[config.mk]
export PLATFORM = sky130hd
export DESIGN_NAME = mips_prog_loader
export DESIGN_NICKNAME = d
export VERILOG_FILES = /design/src/rtl/mips_prog_loader.sv
export SDC_FILE = /design/constraint.sdc
export NUM_CORES = 1
export LEC_CHECK = 0
export ABC_AREA = 0
export CAP_MARGIN = 20
export CORE_ASPECT_RATIO = 1.75
export CORE_MARGIN = 2
export CORE_UTILIZATION = 50
export DETAILED_ROUTE_END_ITERATION = 7
export PLACE_DENSITY = 0.92
export SYNTH_ARGS = -nofsm -noshare
export SYNTH_HDL_FRONTEND = slang
export SYNTH_SLANG_ARGS = --single-unit
[constraint.sdc]
create_clock -name clk1 -period 6.3 [get_ports clk1]
set_clock_uncertainty 0.05 [all_clocks]
set_input_delay 1.26 -clock clk1 [delete_from_list [all_inputs] [get_ports clk1]]
set_output_delay 1.26 -clock clk1 [all_outputs]
set_load 0.03 [all_outputs]
[src/rtl/mips_prog_loader.sv]
// mips_prog_loader: streams a program image into core memory, then runs the core until it halts.
// Latency: an accepted word is written on the next cycle; cpu_run rises two cycles after the last accept.
// Backpressure: s_ready stays high for the whole LOAD phase (one word per cycle) and is low in every other state.
module mips_prog_loader #(
    parameter int          ADDR_W  = 10,
    parameter logic [5:0]  HLT_OPC = 6'h3f
) (
    input  logic              clk1,
    input  logic              rst,
    input  logic              start,
    input  logic              s_valid,
    output logic              s_ready,
    input  logic [31:0]       s_data,
    input  logic              s_last,
    output logic              mem_we,
    output logic [ADDR_W-1:0] mem_addr,
    output logic [31:0]       mem_wdata,
    output logic              cpu_run,
    input  logic              halted_in,
    output logic              done,
    output logic [ADDR_W:0]   word_count,
    output logic [31:0]       run_cycles,
    output logic              err_overflow,
    output logic              err_no_hlt
);

    // Word count at which memory is full.
    localparam logic [ADDR_W:0] DEPTH_W = {1'b1, {ADDR_W{1'b0}}};

    typedef enum logic [2:0] {
        IDLE   = 3'd0,
        LOAD   = 3'd1,
        SETTLE = 3'd2,
        RUN    = 3'd3,
        DONE   = 3'd4
    } state_t;

    state_t              state_q;
    logic                s_ready_q;
    logic                mem_we_q;
    logic [ADDR_W-1:0]   mem_addr_q;
    logic [31:0]         mem_wdata_q;
    logic                cpu_run_q;
    logic                done_q;
    logic [ADDR_W:0]     word_count_q;
    logic [ADDR_W:0]     word_count_d;
    logic [31:0]         run_cycles_q;
    logic [31:0]         run_cycles_d;
    logic                err_overflow_q;
    logic                err_no_hlt_q;
    logic                hlt_seen_q;

    logic                accept;
    logic                room;
    logic                is_hlt;

    // Handshake decode and saturating counter next values.
    always_comb begin
        accept       = s_valid & s_ready_q;
        room         = (word_count_q < DEPTH_W);
        is_hlt       = (s_data[31:26] == HLT_OPC);
        word_count_d = word_count_q + 1'b1;
        run_cycles_d = (&run_cycles_q) ? run_cycles_q : run_cycles_q + 32'd1;
    end

    // Sequencer: load words, settle one cycle so the last write lands, run, then hold results.
    always_ff @(posedge clk1) begin
        if (rst) begin
            state_q        <= IDLE;
            s_ready_q      <= 1'b0;
            mem_we_q       <= 1'b0;
            mem_addr_q     <= '0;
            mem_wdata_q    <= '0;
            cpu_run_q      <= 1'b0;
            done_q         <= 1'b0;
            word_count_q   <= '0;
            run_cycles_q   <= '0;
            err_overflow_q <= 1'b0;
            err_no_hlt_q   <= 1'b0;
            hlt_seen_q     <= 1'b0;
        end else begin
            // Write strobe is a single-cycle pulse per accepted word.
            mem_we_q <= 1'b0;
            case (state_q)
                IDLE, DONE: begin
                    if (start) begin
                        state_q        <= LOAD;
                        s_ready_q      <= 1'b1;
                        done_q         <= 1'b0;
                        word_count_q   <= '0;
                        run_cycles_q   <= '0;
                        err_overflow_q <= 1'b0;
                        err_no_hlt_q   <= 1'b0;
                        hlt_seen_q     <= 1'b0;
                    end
                end
                LOAD: begin
                    if (accept) begin
                        if (room) begin
                            mem_we_q     <= 1'b1;
                            mem_addr_q   <= word_count_q[ADDR_W-1:0];
                            mem_wdata_q  <= s_data;
                            word_count_q <= word_count_d;
                            if (is_hlt) begin
                                hlt_seen_q <= 1'b1;
                            end
                        end else begin
                            // Memory full: drop the word, count stays saturated.
                            err_overflow_q <= 1'b1;
                        end
                        if (s_last) begin
                            s_ready_q <= 1'b0;
                            if (!hlt_seen_q && !is_hlt) begin
                                err_no_hlt_q <= 1'b1;
                            end
                            // A truncated image is never executed.
                            if (!room || err_overflow_q) begin
                                state_q <= DONE;
                                done_q  <= 1'b1;
                            end else begin
                                state_q <= SETTLE;
                            end
                        end
                    end
                end
                SETTLE: begin
                    state_q   <= RUN;
                    cpu_run_q <= 1'b1;
                end
                RUN: begin
                    run_cycles_q <= run_cycles_d;
                    if (halted_in) begin
                        state_q   <= DONE;
                        cpu_run_q <= 1'b0;
                        done_q    <= 1'b1;
                    end
                end
                default: begin
                    state_q <= IDLE;
                end
            endcase
        end
    end

    assign s_ready      = s_ready_q;
    assign mem_we       = mem_we_q;
    assign mem_addr     = mem_addr_q;
    assign mem_wdata    = mem_wdata_q;
    assign cpu_run      = cpu_run_q;
    assign done         = done_q;
    assign word_count   = word_count_q;
    assign run_cycles   = run_cycles_q;
    assign err_overflow = err_overflow_q;
    assign err_no_hlt   = err_no_hlt_q;

endmodule

== Word-level counts from Yosys, hierarchy flattened ==
Index checks and enable logic that the tools add are counted.
Operators by class
  eq/ne operators: 15
  bitwise gates (word level): 3
  $add $sub $neg: 2
  $lt $le $gt $ge: 1
  mux-type cells: 37
  reduce and logical (&&, ||, !) cells: 23
Operators by type and width (count)
  32-bit two-way mux: 2
  32-bit one-hot mux with 2 select lines: 1
  11-bit two-way mux: 3
  32-bit by 1-bit adder with 32-bit output, second input constant: 1
  32-bit AND reduction: 1
  11-bit one-hot mux with 2 select lines: 1
  2-bit != test, second input constant: 10
  1-bit two-way mux: 18
  4-bit AND reduction: 4
  3-bit two-way mux: 5
  3-bit one-hot mux with 4 select lines: 1
  11-bit by 1-bit adder with 11-bit output, second input constant: 1
  11-bit less-than comparator, second input constant: 1
  1-bit one-hot mux with 2 select lines: 5
  5-bit AND reduction: 2
  3-bit by 2-bit == test with 1-bit output, second input constant: 2
  6-bit == test, second input constant: 1
  3-bit AND reduction: 2
  6-bit AND reduction: 1
  2-bit nonzero test: 3
  3-bit by 1-bit == test with 1-bit output, second input constant: 1
  3-bit == test, second input constant: 1
  1-bit logical NOT: 3
  3-bit logical NOT: 1
  9 further kinds: 10
Storage, ports and cells
  logic and storage cells: 93
  bits in registers: 95
  input bits: 38
  output and inout bits: 91

== Depth between registers and ports, before layout ==
Gate-level depths: netlist (run 1).
  depth in word-level cells: 7
  depth in mapped cells: 7
  depth with buffers taken out: 6

== Worst setup path before layout (run 1) ==
OpenSTA, ideal clock, no wires.
  path type: input -> register
  from: input s_valid
  to: register word_count_q[4], in the netlist word_count[4]
  buffers on the path: 1
  cell stages on the path: 6
  data arrival time: 2.516 ns
  slack: 3.607 ns
  library setup time: 0.128 ns
  cell sequence: nand2_1 a2111oi_0 buf_2 nand3_1 xor2_1 nor2_1
On the way
  longest elaborated chain between the ends: 3
Ends and longest elaborated chain
  start: declaration: line 11  | input logic s_valid,
  1-bit bitwise AND: line 59  | accept = s_valid & s_ready_q;
  2-bit != test (no source line)
  4-bit AND reduction (no source line)
  end signal: assignment: line 103  | word_count_q <= word_count_d;
  end: declaration: line 45  | logic [ADDR_W:0] word_count_q;
No other way between the ends.
A chain may end at the register's enable or synchronous reset.

== Worst setup path in the final report (run 1) ==
  from: input start
  to: register run_cycles_q[24], in the netlist run_cycles[24]
On the way
  longest elaborated chain between the ends: 2
Ends and longest elaborated chain
  start: declaration: line 10  | input logic start,
  2-bit != test (no source line)
  3-bit AND reduction (no source line)
  end signal: assignment: line 131  | run_cycles_q <= run_cycles_d;
  end: declaration: line 47  | logic [31:0] run_cycles_q;
No other way between the ends.

==> results.md, run 1 <==
* RSZ-0062 raised after global routing: no
* Worst R2R Setup Slack at 3.69 ns
* Gr usage total at 25.05%
* Met2 Use GR at 46.73%
* Final min period at 3.101 ns
* Via count at 4,115
* Power Dens Cells at 269.6 nW/um^2
* Met3 usage at 6.392%
* Post-Layout Cell Count at 699
* Die footprint at 8954 sq um
* Die Span X at 72.39 um
* Critical Path RT at 6.48 ns
* Share of layout cells above drive strength 1 at 6.076%
* Largest net degree at the start of global routing at 57
* Resize count post-CTS at 0
* Worst-path clk slew at 0.06 ns
* # placed instances at 683
* Clk buf depth at 2
* Worst rel slew slack at 27.65%
* Setup CP Type: input port to flip-flop
* Worst-skew pair later-pin latency at 0.34 ns
* Synthesized instance count at 493
* Ports at 129
* Filler Cell Count at 623
* Avg Vias per Cell at 5.887
* Leakage at 2.107 nW
* Worst-Margin Slew at 1.081 ns
* ANT cells at 0
* Net count, final at 644
* Synth top area share at 46.47%
* Ys async rst share at 0%
* FF+latch count, synth at 95
* CTS Buf Count at 9
* Top Usage Layer GRT: met2
* Sequential area share after synthesis at 46.47%
* Initial Util at 51.40%
* Iter 0 DRT Violations at 285
* H-tree depth at 3
* Final hold violations at 0
* Vias in the first global route at 3,761
* CP Max Fanout at 24
* P&R area growth vs syn at 38.18%
* Main area contributors after synthesis: dfxtp_1 (46%), nand2_1 (9.2%), a21oi_1 (6.8%)
* Clock Sinks at 95
* Setup TNS Final at 0 ns
* WL final at 11,410 um
* Synthesized Nets at 533
* Outcome: finished clean
* Min-Delay Path Class: flip-flop to flip-flop
* Place WS at 2.807 ns
* M1 GR Usage at 26.35%
* Worst setup SP type: input port
* Root Buffer: clkbuf_16
* CP bufs+invs at 1
* Max incr delay on CP at 0.51 ns
* Cts hold-fix bufs at 0
* Initial antenna violation count at 0
* Worst path slowest cell: or2_2
* Max-Cap Viols at 0
* DP Wirelength at 8027 um
* Fmax at 0.3225 GHz
* Area leader, netlist: dfxtp_1
* CTS tree: yes
* Drt wl/cell at 16.33 um
* Worst Setup Slack, final at 3.199 ns
* Global-route wire length before repair at 17,880 um
* Core box area at 7963 sq um
* Syn Area/Cell at 8.302 sq um
* DRC at 0
* Cell area after synthesis at 4093 sq um
* Total grt overflow at 0
* FP Rows at 43
* Critical path capture point type: flip-flop
* Final period util at 49.22%
* YS warnings at 0
* Final setup viols at 0
* Worst Path Arrival at 3.28 ns
* GP Congestion at 0.8360
* Peak VDD IR at 0.1517 mV
* Worst path top cell family by delay: simple AND/OR/NAND/NOR gates
* Cell chain of the critical path: clkdlybuf4s50_1, nor3b_1, or2_2, nor2_4, a221o_2
* Drt pass-1 iters at 8
* Number of flops mapped to enable cells by yosys at 0
* Final Slew Violations at 0
* Routed Antenna Nets at 0
* Number of library cell types mapped by synthesis at 54
* Die Y at 123.7 um
* Setup repair bufs after CTS at 0
* PortBufs at 128
* Main synth FF type: dfxtp_1
## metrics by stage
step	hold slack, ns	power [W]	area [sq um]	utilization, %
4_1_cts	0.4042	0.001528	5655	71.02
2_1_floorplan	0.3802	0.0009096	4093	-
6_report	0.4021	0.001525	5655	71.02
3_5_place_dp	0.3955	0.001035	5381	67.58
5_1_grt	0.4222	0.001585	5655	71.02
3_3_place_gp	0.3911	0.001022	5381	67.58
## state kept, by name, indices dropped and copies added (netlist names), 3 cells and up
signal	flops
state_q	3
mem_addr	10
mem_wdata	32
word_count	11
run_cycles	32
## cell families (layout without fill, tap and decap cells)
logic type	Yosys count	in the layout	synth area share (%)
AO/OA/AOI/OAI	105	105	16.81
flip-flops	95	95	46.47
buffers and inverters	35	151	3.668
multiplexers	5	5	1.253
adder cells (fa/ha/maj)	2	2	0.6113
AND/OR/NAND/NOR	240	240	28.83
XOR/XNOR	11	11	2.354
## path summary, 6_finish.rpt
check / from / cells after the start / endpoint
hold / removal: mem_wdata[31]$_SDFFE_PP0P_ / 2 / mem_wdata[31]$_SDFFE_PP0P_
setup / recovery: start / 5 / run_cycles[24]$_SDFFE_PP0P_
hold reg to reg: mem_wdata[31]$_SDFFE_PP0P_ / 2 / mem_wdata[31]$_SDFFE_PP0P_
setup reg to reg: run_cycles[18]$_SDFFE_PP0P_ / 5 / run_cycles[24]$_SDFFE_PP0P_
## report_power, final
group          internal [W]  switching (W)
Clock              0.000270       0.000234
Sequential         0.000634      0.0000437
Combinational      0.000138       0.000205
Total               0.00104       0.000483
## Yosys cell counts, types with 4 or more instances
cell and count:
a211o_1 6, a211o_2 4, a21oi_1 56, a221o_2 5, and2_1 5, and3_1 23, and4_1 4, clkbuf_1 26
dfxtp_1 95, inv_1 4, mux2i_1 4, nand2_1 100, nand3_1 16, nand4_1 13, nor2_1 32, nor3_1 13
nor4_1 7, o21ai_0 8, or3_1 7, xor2_1 9
## layer usage
metal / vias up / part of all wire (%)
li1: 1980 / -
met2: 187 / 54
met1: 1924 / 37
met5: - / 0
met4: 0 / 2.4
met3: 24 / 7.3
## area by class of cell
| class | count | area, sq um | area share, % |
|---|---|---|---|
| well taps | 90 | 112.6 | 1.991 |
| flip-flops and latches | 95 | 1902 | 33.63 |
| repair buffers | 131 | 1299 | 22.96 |
| inverters | 4 | 15.01 | 0.2655 |
| clock inverters | 6 | 45.04 | 0.7965 |
| multi-input cells | 363 | 2053 | 36.31 |
| clock buffers | 10 | 229.0 | 4.049 |
## layout by cell type (no fill, tap or decap), types with 3 or more instances in the layout
cell,n
clkdlybuf4s50_1,127
nand2_1,100
dfxtp_1,95
a21oi_1,56
nor2_1,32
and3_1,23
nand3_1,16
nor3_1,13
nand4_1,13
xor2_1,9
clkbuf_16,9
o21ai_0,8
or3_1,7
nor4_1,6
a211o_1,6
and2_1,5
a221o_2,5
mux2i_1,4
and4_1,4
inv_1,4
a211o_2,4
or4_1,3
nor2b_1,3
nor3b_1,3
a21o_1,3
a221o_1,3
clkinvlp_4,3
buf_4,3
## worst min-delay path: stages (launching register included)
cell,delay (ns)
dfxtp_1,0.31
nand2_1,0.05
a21oi_1,0.05
No activity file was read; power rests on OpenSTA's default activity.
==> inputs of run 2 (changes only) <==
- CORE_UTILIZATION: 50 -> 42
- PLACE_DENSITY: 0.92 -> 0.83
- clock period: 6.3 -> 2.7 ns (I/O delays scaled with it)
==> results.md, run 2 (synthesis gave the netlist of run 1 again) <==
* Global-route wire length before repair at 17,950 um (was 17,880 um)
* Core box area at 9468 sq um (was 7963 sq um)
* Max incr delay on CP at 0.54 ns (was 0.51 ns)
* Final min period at 2.402 ns
* Setup repair bufs after CTS at 0 (unchanged)
* Final hold violations at 0 (unchanged)
* GP Congestion at 0.8302 (was 0.8360)
* Worst path slowest cell: or4_1 (was or2_2)
* Most common cell after layout, fill and taps aside: clkdlybuf4s50_1 (unchanged)
* Critical path capture point type: flip-flop (unchanged)
* Drt wl/cell at 15.31 um (was 16.33 um)
* Worst-path clk slew at 0.07 ns (was 0.06 ns)
* Leakage at 2.163 nW (was 2.107 nW)
* Min-Delay Path Class: flip-flop to flip-flop (unchanged)
* Drt pass-1 iters at 5 (was 8)
* Initial Util at 43.23% (was 51.40%)
* Cts hold-fix bufs at 0 (unchanged)
* Utilization after layout at 61.15% (was 71.02%)
* Routed Antenna Nets at 0 (unchanged)
* CTS Buf Count at 9 (unchanged)
* Cell chain of the critical path: nand4_2, or4_1, o31a_1, nor2_4, a221o_2 (was clkdlybuf4s50_1, nor3b_1, or2_2, nor2_4, a221o_2)
* DRC at 0 (unchanged)
* CTS tree: yes (unchanged)
* H-tree depth at 3 (unchanged)
* Final Slew Violations at 0 (unchanged)
* Clock Sinks at 95 (unchanged)
* Initial antenna violation count at 0 (unchanged)
* Max-Cap Viols at 0 (unchanged)
* Critical Path RT at 2.93 ns (was 6.48 ns)
* PortBufs at 128 (unchanged)
* Multi-input gate area at 2053 sq um (unchanged)
* Gr usage total at 21.22% (was 25.05%)
* Worst Path Arrival at 2.63 ns (was 3.28 ns)
* Worst-skew pair later-pin latency at 0.34 ns (about the same)
* Resize count post-CTS at 0 (unchanged)
* FP Rows at 47 (was 43)
* Final period util at 88.97%
* Setup TNS Final at 0 ns (unchanged)
* Top Usage Layer GRT: met2 (unchanged)
* CP Max Fanout at 21 (was 24)
* Fin area at 5789 sq um (was 5655 sq um)
* Worst setup SP type: flip-flop (was input port)
* Placed inst area at 5489 sq um (was 5381 sq um)
* Avg Vias per Cell at 5.527 (was 5.887)
* Net count, final at 653 (was 644)
* Filler Cell Count at 817 (was 623)
* Iter 0 DRT Violations at 254 (was 285)
* Met3 usage at 4.746% (was 6.392%)
* Total grt overflow at 0 (unchanged)
* Die footprint at 10,580 sq um (was 8954 sq um)
* Worst-Margin Slew at 0.5342 ns (was 1.081 ns)
* P&R area growth vs syn at 41.46% (was 38.18%)
* Met2 Use GR at 38.27% (was 46.73%)
* Worst rel slew slack at 64.11% (was 27.65%)
* Vias in the first global route at 3,781 (was 3,761)
* Peak VDD IR at 0.4445 mV (was 0.1517 mV)
* Share of layout cells above drive strength 1 at 7.443% (was 6.076%)
* Fmax at 0.4163 GHz
* Final setup viols at 0 (unchanged)
* Root Buffer: clkbuf_16 (unchanged)
* Power Dens Cells at 634.8 nW/um^2 (was 269.6 nW/um^2)
* RSZ-0062 raised after global routing: no (unchanged)
* Most frequent cells in the layout: clkdlybuf4s50_1 (127), nand2_1 (100), dfxtp_1 (95) (unchanged)
* Die Y at 134.6 um (was 123.7 um)
* DP Wirelength at 8284 um (was 8027 um)
* Setup CP Type: flip-flop to flip-flop (was input port to flip-flop)
* M1 GR Usage at 23.17% (was 26.35%)
* Outcome: finished clean (unchanged)
* ANT cells at 0 (unchanged)
* WL final at 11,330 um (was 11,410 um)
* Largest net degree at the start of global routing at 50 (was 57)
* Register area at 1902 sq um (unchanged)
* Clk buf depth at 2 (unchanged)
* Die Span X at 78.62 um (was 72.39 um)
* Via count at 4,090 (was 4,115)
* Ports at 129 (unchanged)
==> run 2: area by class of cell <==
| class | count | share of cell area [%] |
|---|---|---|
| multi-input combinational | 363 | 35.47 |
| clock buffer | 11 | 4.193 |
| sequential | 95 | 32.85 |
| timing repair buffer | 140 | 23.60 |
| clock inverter | 5 | 0.9942 |
| inverter | 4 | 0.2593 |
| tap | 122 | 2.637 |
==> run 2: layer usage <==
| layer | share of wire (%) | vias to the layer above |
|---|---|---|
| met5 | 0 | - |
| met4 | 3.0 | 0 |
| met3 | 5.7 | 25 |
| met2 | 54 | 151 |
| met1 | 38 | 1923 |
| li1 | - | 1991 |
==> run 2: power breakdown <==
part	switching (W)	internal [W]	total, W
Clock	0.000523	0.000741	0.00126
Sequential	0.0000983	0.00148	0.00158
Combinational	0.000492	0.000341	0.000833
Total	0.00111	0.00256	0.00368
==> run 2: worst paths after layout <==
path,cells after the start,end,slack [ns],startpoint
setup / recovery,5,run_cycles[24]$_SDFFE_PP0P_,0.30,run_cycles[12]$_SDFFE_PP0P_
hold / removal,2,err_no_hlt$_SDFFE_PP0P_,0.40,err_no_hlt$_SDFFE_PP0P_
setup reg to reg,5,run_cycles[24]$_SDFFE_PP0P_,0.30,run_cycles[12]$_SDFFE_PP0P_
hold reg to reg,2,err_no_hlt$_SDFFE_PP0P_,0.40,err_no_hlt$_SDFFE_PP0P_
==> run 2: stage by stage <==
step                hold slack [ns]  total power [W]  setup WS (ns)  cells
floorplan                    0.3802         0.002122         0.4438    493
global placement             0.3861         0.002418         0.3667    724
detailed placement           0.3899         0.002441         0.3194    724
CTS                          0.3990         0.003713         0.3006    740
global route                 0.4237         0.003854         0.1593    740
finish                       0.3956         0.003675         0.2977    740
==> run 2: critical path: cells and delay by family (launching register included) <==
kind	cells	cell delay [ns]
DFF	1	0.47
and+or+nand+nor	3	1.18
AOI/OAI and AO/OA	2	0.65
==> inputs of run 3 (changes only) <==
- ABC_AREA: 0 -> 1
- CORE_UTILIZATION: 42 -> 40
- PLACE_DENSITY: 0.83 -> 0.78
==> results.md, run 3 <==
* Met2 Use GR at 39.38% (was 38.27%)
* Routed Antenna Nets at 0 (unchanged)
* CTS Buf Count at 9 (unchanged)
* Leakage at 2.497 nW (was 2.163 nW)
* YS warnings at 0 (unchanged)
* P&R area growth vs syn at 37.49% (was 41.46%)
* DRC at 0 (unchanged)
* DP Wirelength at 9935 um (was 8284 um)
* Max incr delay on CP at 0.40 ns (was 0.54 ns)
* H-tree depth at 3 (unchanged)
* Resize count post-CTS at 0 (unchanged)
* WL final at 13,570 um (was 11,330 um)
* Worst setup SP type: flip-flop (unchanged)
* Ys async rst share at 0% (unchanged)
* Max-Cap Viols at 0 (unchanged)
* Die Y at 146.5 um (was 134.6 um)
* Total Power at 0.003514 W (was 0.003675 W)
* Synthesized instance count at 719 (was 493)
* M1 GR Usage at 23.65% (was 23.17%)
* Worst-Margin Slew at 0.4149 ns (was 0.5342 ns)
* Outcome: finished clean (unchanged)
* Core box area at 11,450 sq um (was 9468 sq um)
* Final min period at 2.174 ns (was 2.402 ns)
* Fmax at 0.4599 GHz (was 0.4163 GHz)
* Die Span X at 85.41 um (was 78.62 um)
* Number of flops mapped to enable cells by yosys at 0 (unchanged)
* Setup CP Type: flip-flop to flip-flop (unchanged)
* Root Buffer: clkbuf_16 (unchanged)
* Synthesized Nets at 759 (was 533)
* FF+latch count, synth at 95 (unchanged)
* CTS tree: yes (unchanged)
* Sequential area share after synthesis at 40.99% (was 46.47%)
* Critical Path RT at 2.93 ns (about the same)
* Worst-skew pair later-pin latency at 0.34 ns (about the same)
* Main area contributors after synthesis: dfxtp_1 (41%), nor2_1 (13%), nand2_1 (13%) (was dfxtp_1 (46%), nand2_1 (9.2%), a21oi_1 (6.8%))
* Cell chain of the critical path: ha_1, nand2_1, nor2_4, nand2_4, nor2_8, nand3_4, nand2_4, nand2_2, nand2_1, nand2_1, nor2_1 (was nand4_2, or4_1, o31a_1, nor2_4, a221o_2)
* Share of layout cells above drive strength 1 at 6.580% (was 7.443%)
* Met3 usage at 4.466% (was 4.746%)
* Gr usage total at 21.74% (was 21.22%)
* Synth top area share at 40.99% (was 46.47%)
* GP Congestion at 1.021 (was 0.8302)
* Cell area after synthesis at 4639 sq um (was 4093 sq um)
* Clk buf depth at 2 (unchanged)
* Final Slew Violations at 0 (unchanged)
* RSZ-0062 raised after global routing: no (unchanged)
* Min-Delay Path Class: flip-flop to flip-flop (unchanged)
* FP Rows at 52 (was 47)
* Final hold violations at 0 (unchanged)
* Cts hold-fix bufs at 0 (unchanged)
* Top-count cell post-synth: nor2_1 (was nand2_1)
* Worst Path Arrival at 2.41 ns (was 2.63 ns)
* Setup repair bufs after CTS at 0 (unchanged)
* Final setup viols at 0 (unchanged)
* Via count at 5,006 (was 4,090)
* Die footprint at 12,510 sq um (was 10,580 sq um)
* Initial antenna violation count at 0 (unchanged)
* Drt pass-1 iters at 5 (unchanged)
* Worst-path clk slew at 0.06 ns (was 0.07 ns)
* Hold Path Depth at 2 (unchanged)
* ANT cells at 0 (unchanged)
* Cell count of the worst reg-to-reg path at 11 (was 5)
* Clock Sinks at 95 (unchanged)
* PortBufs at 128 (unchanged)
* Filler Cell Count at 1,097 (was 817)
* Area leader, netlist: dfxtp_1 (unchanged)
* Worst path slowest cell: dfxtp_1 (was or4_1)
* Crit path top cell by count: nand2_1
* Power Dens Cells at 550.8 nW/um^2 (was 634.8 nW/um^2)
* Largest net degree at the start of global routing at 53 (was 50)
* Main synth FF type: dfxtp_1 (unchanged)
* Critical path capture point type: flip-flop (unchanged)
* Total grt overflow at 0 (unchanged)
* CP Max Fanout at 20 (was 21)
* Most frequent cells after synthesis: nor2_1 (159), nand2_1 (158), dfxtp_1 (95) (was nand2_1 (100), dfxtp_1 (95), a21oi_1 (56))
* Initial Util at 40.52% (was 43.23%)
* Top Usage Layer GRT: met2 (unchanged)
* Setup TNS Final at 0 ns (unchanged)
* Drt wl/cell at 13.76 um (was 15.31 um)
* Most frequent cells in the layout: nor2_1 (159), nand2_1 (158), clkdlybuf4s50_1 (128) (was clkdlybuf4s50_1 (127), nand2_1 (100), dfxtp_1 (95))
* Net count, final at 886 (was 653)
* Vias in the first global route at 4,566 (was 3,781)
* Avg Vias per Cell at 5.077 (was 5.527)
* Peak VDD IR at 0.4332 mV (was 0.4445 mV)
* Iter 0 DRT Violations at 263 (was 254)
* Final period util at 80.53% (was 88.97%)
* Global-route wire length before repair at 21,970 um (was 17,950 um)
* Ports at 129 (unchanged)
* Syn Area/Cell at 6.453 sq um (was 8.302 sq um)
* Most common cell after layout, fill and taps aside: nor2_1 (was clkdlybuf4s50_1)
* Worst rel slew slack at 72.24% (was 64.11%)
* Number of library cell types mapped by synthesis at 30 (was 54)
[run 3: cell count changes after synthesis, moves of 23 or more]
cell,before,now
nor2_1,32,159
nand3_1,16,75
nand2_1,100,158
inv_1,4,58
o21ai_0,8,47
and3_1,23,0
[run 3: cells by family (layout without fill, tap and decap cells)]
kind of cell | after synthesis | in the layout | share of synthesized area, %
flip-flops | 95 | 95 | 40.99
adder cells (fa/ha/maj) | 2 | 2 | 0.5393
buffers and inverters | 95 | 227 | 8.063
AO/OA/AOI/OAI | 97 | 97 | 10.63
AND/OR/NAND/NOR | 428 | 428 | 39.40
XOR/XNOR | 2 | 2 | 0.3776
[run 3: report_power, final]
group / switching [W] / internal, W / total, W
Clock: 0.000550 / 0.000721 / 0.00127
Sequential: 0.0000693 / 0.00148 / 0.00155
Combinational: 0.000429 / 0.000268 / 0.000697
Total: 0.00105 / 0.00247 / 0.00351
[run 3: final timing paths]
kind | from | to | slack [ns]
max | run_cycles[0]$_SDFFE_PP0P_ | run_cycles[28]$_SDFFE_PP0P_ | 0.53
min | done$_SDFFE_PP0P_ | done$_SDFFE_PP0P_ | 0.41
max reg2reg | run_cycles[0]$_SDFFE_PP0P_ | run_cycles[28]$_SDFFE_PP0P_ | 0.53
min reg2reg | done$_SDFFE_PP0P_ | done$_SDFFE_PP0P_ | 0.41
[run 3: per-layer routing]
metal,vias up,wire (um),share of wire (%)
li1,2532,-,-
met1,2273,5129,38
met2,173,7219,53
met3,28,841,6.2
met4,0,375,2.8
met5,-,0,0
[run 3: cell type report]
type	count	area, sq um	share of cell area, %
Clock inverter	5	57.56	0.9023
Inverter	70	262.8	4.119
Sequential cell	95	1902	29.82
Timing Repair Buffer	141	1391	21.81
Multi-Input combinational cell	529	2364	37.05
Tap cell	135	168.9	2.648
Clock buffer	11	232.7	3.648
[run 3: critical path, delay by kind of cell (launching register included)]
kind	cells	cell delay (ns)
and+or+nand+nor	10	1.41
DFF	1	0.40
adders and majority gates	1	0.25
[run 3: per-stage QoR]
stage          hold WS [ns]  setup slack, ns  utilization (%)  instance area, sq um  cells
6_report             0.4078           0.5256            55.70                  6379    986
2_1_floorplan        0.3874           0.6636                -                  4639    719
3_3_place_gp         0.3975           0.4687            53.17                  6088    970
4_1_cts              0.4145           0.5300            55.70                  6379    986
5_1_grt              0.4312           0.3283            55.70                  6379    986
3_5_place_dp         0.4050           0.4552            53.17                  6088    970
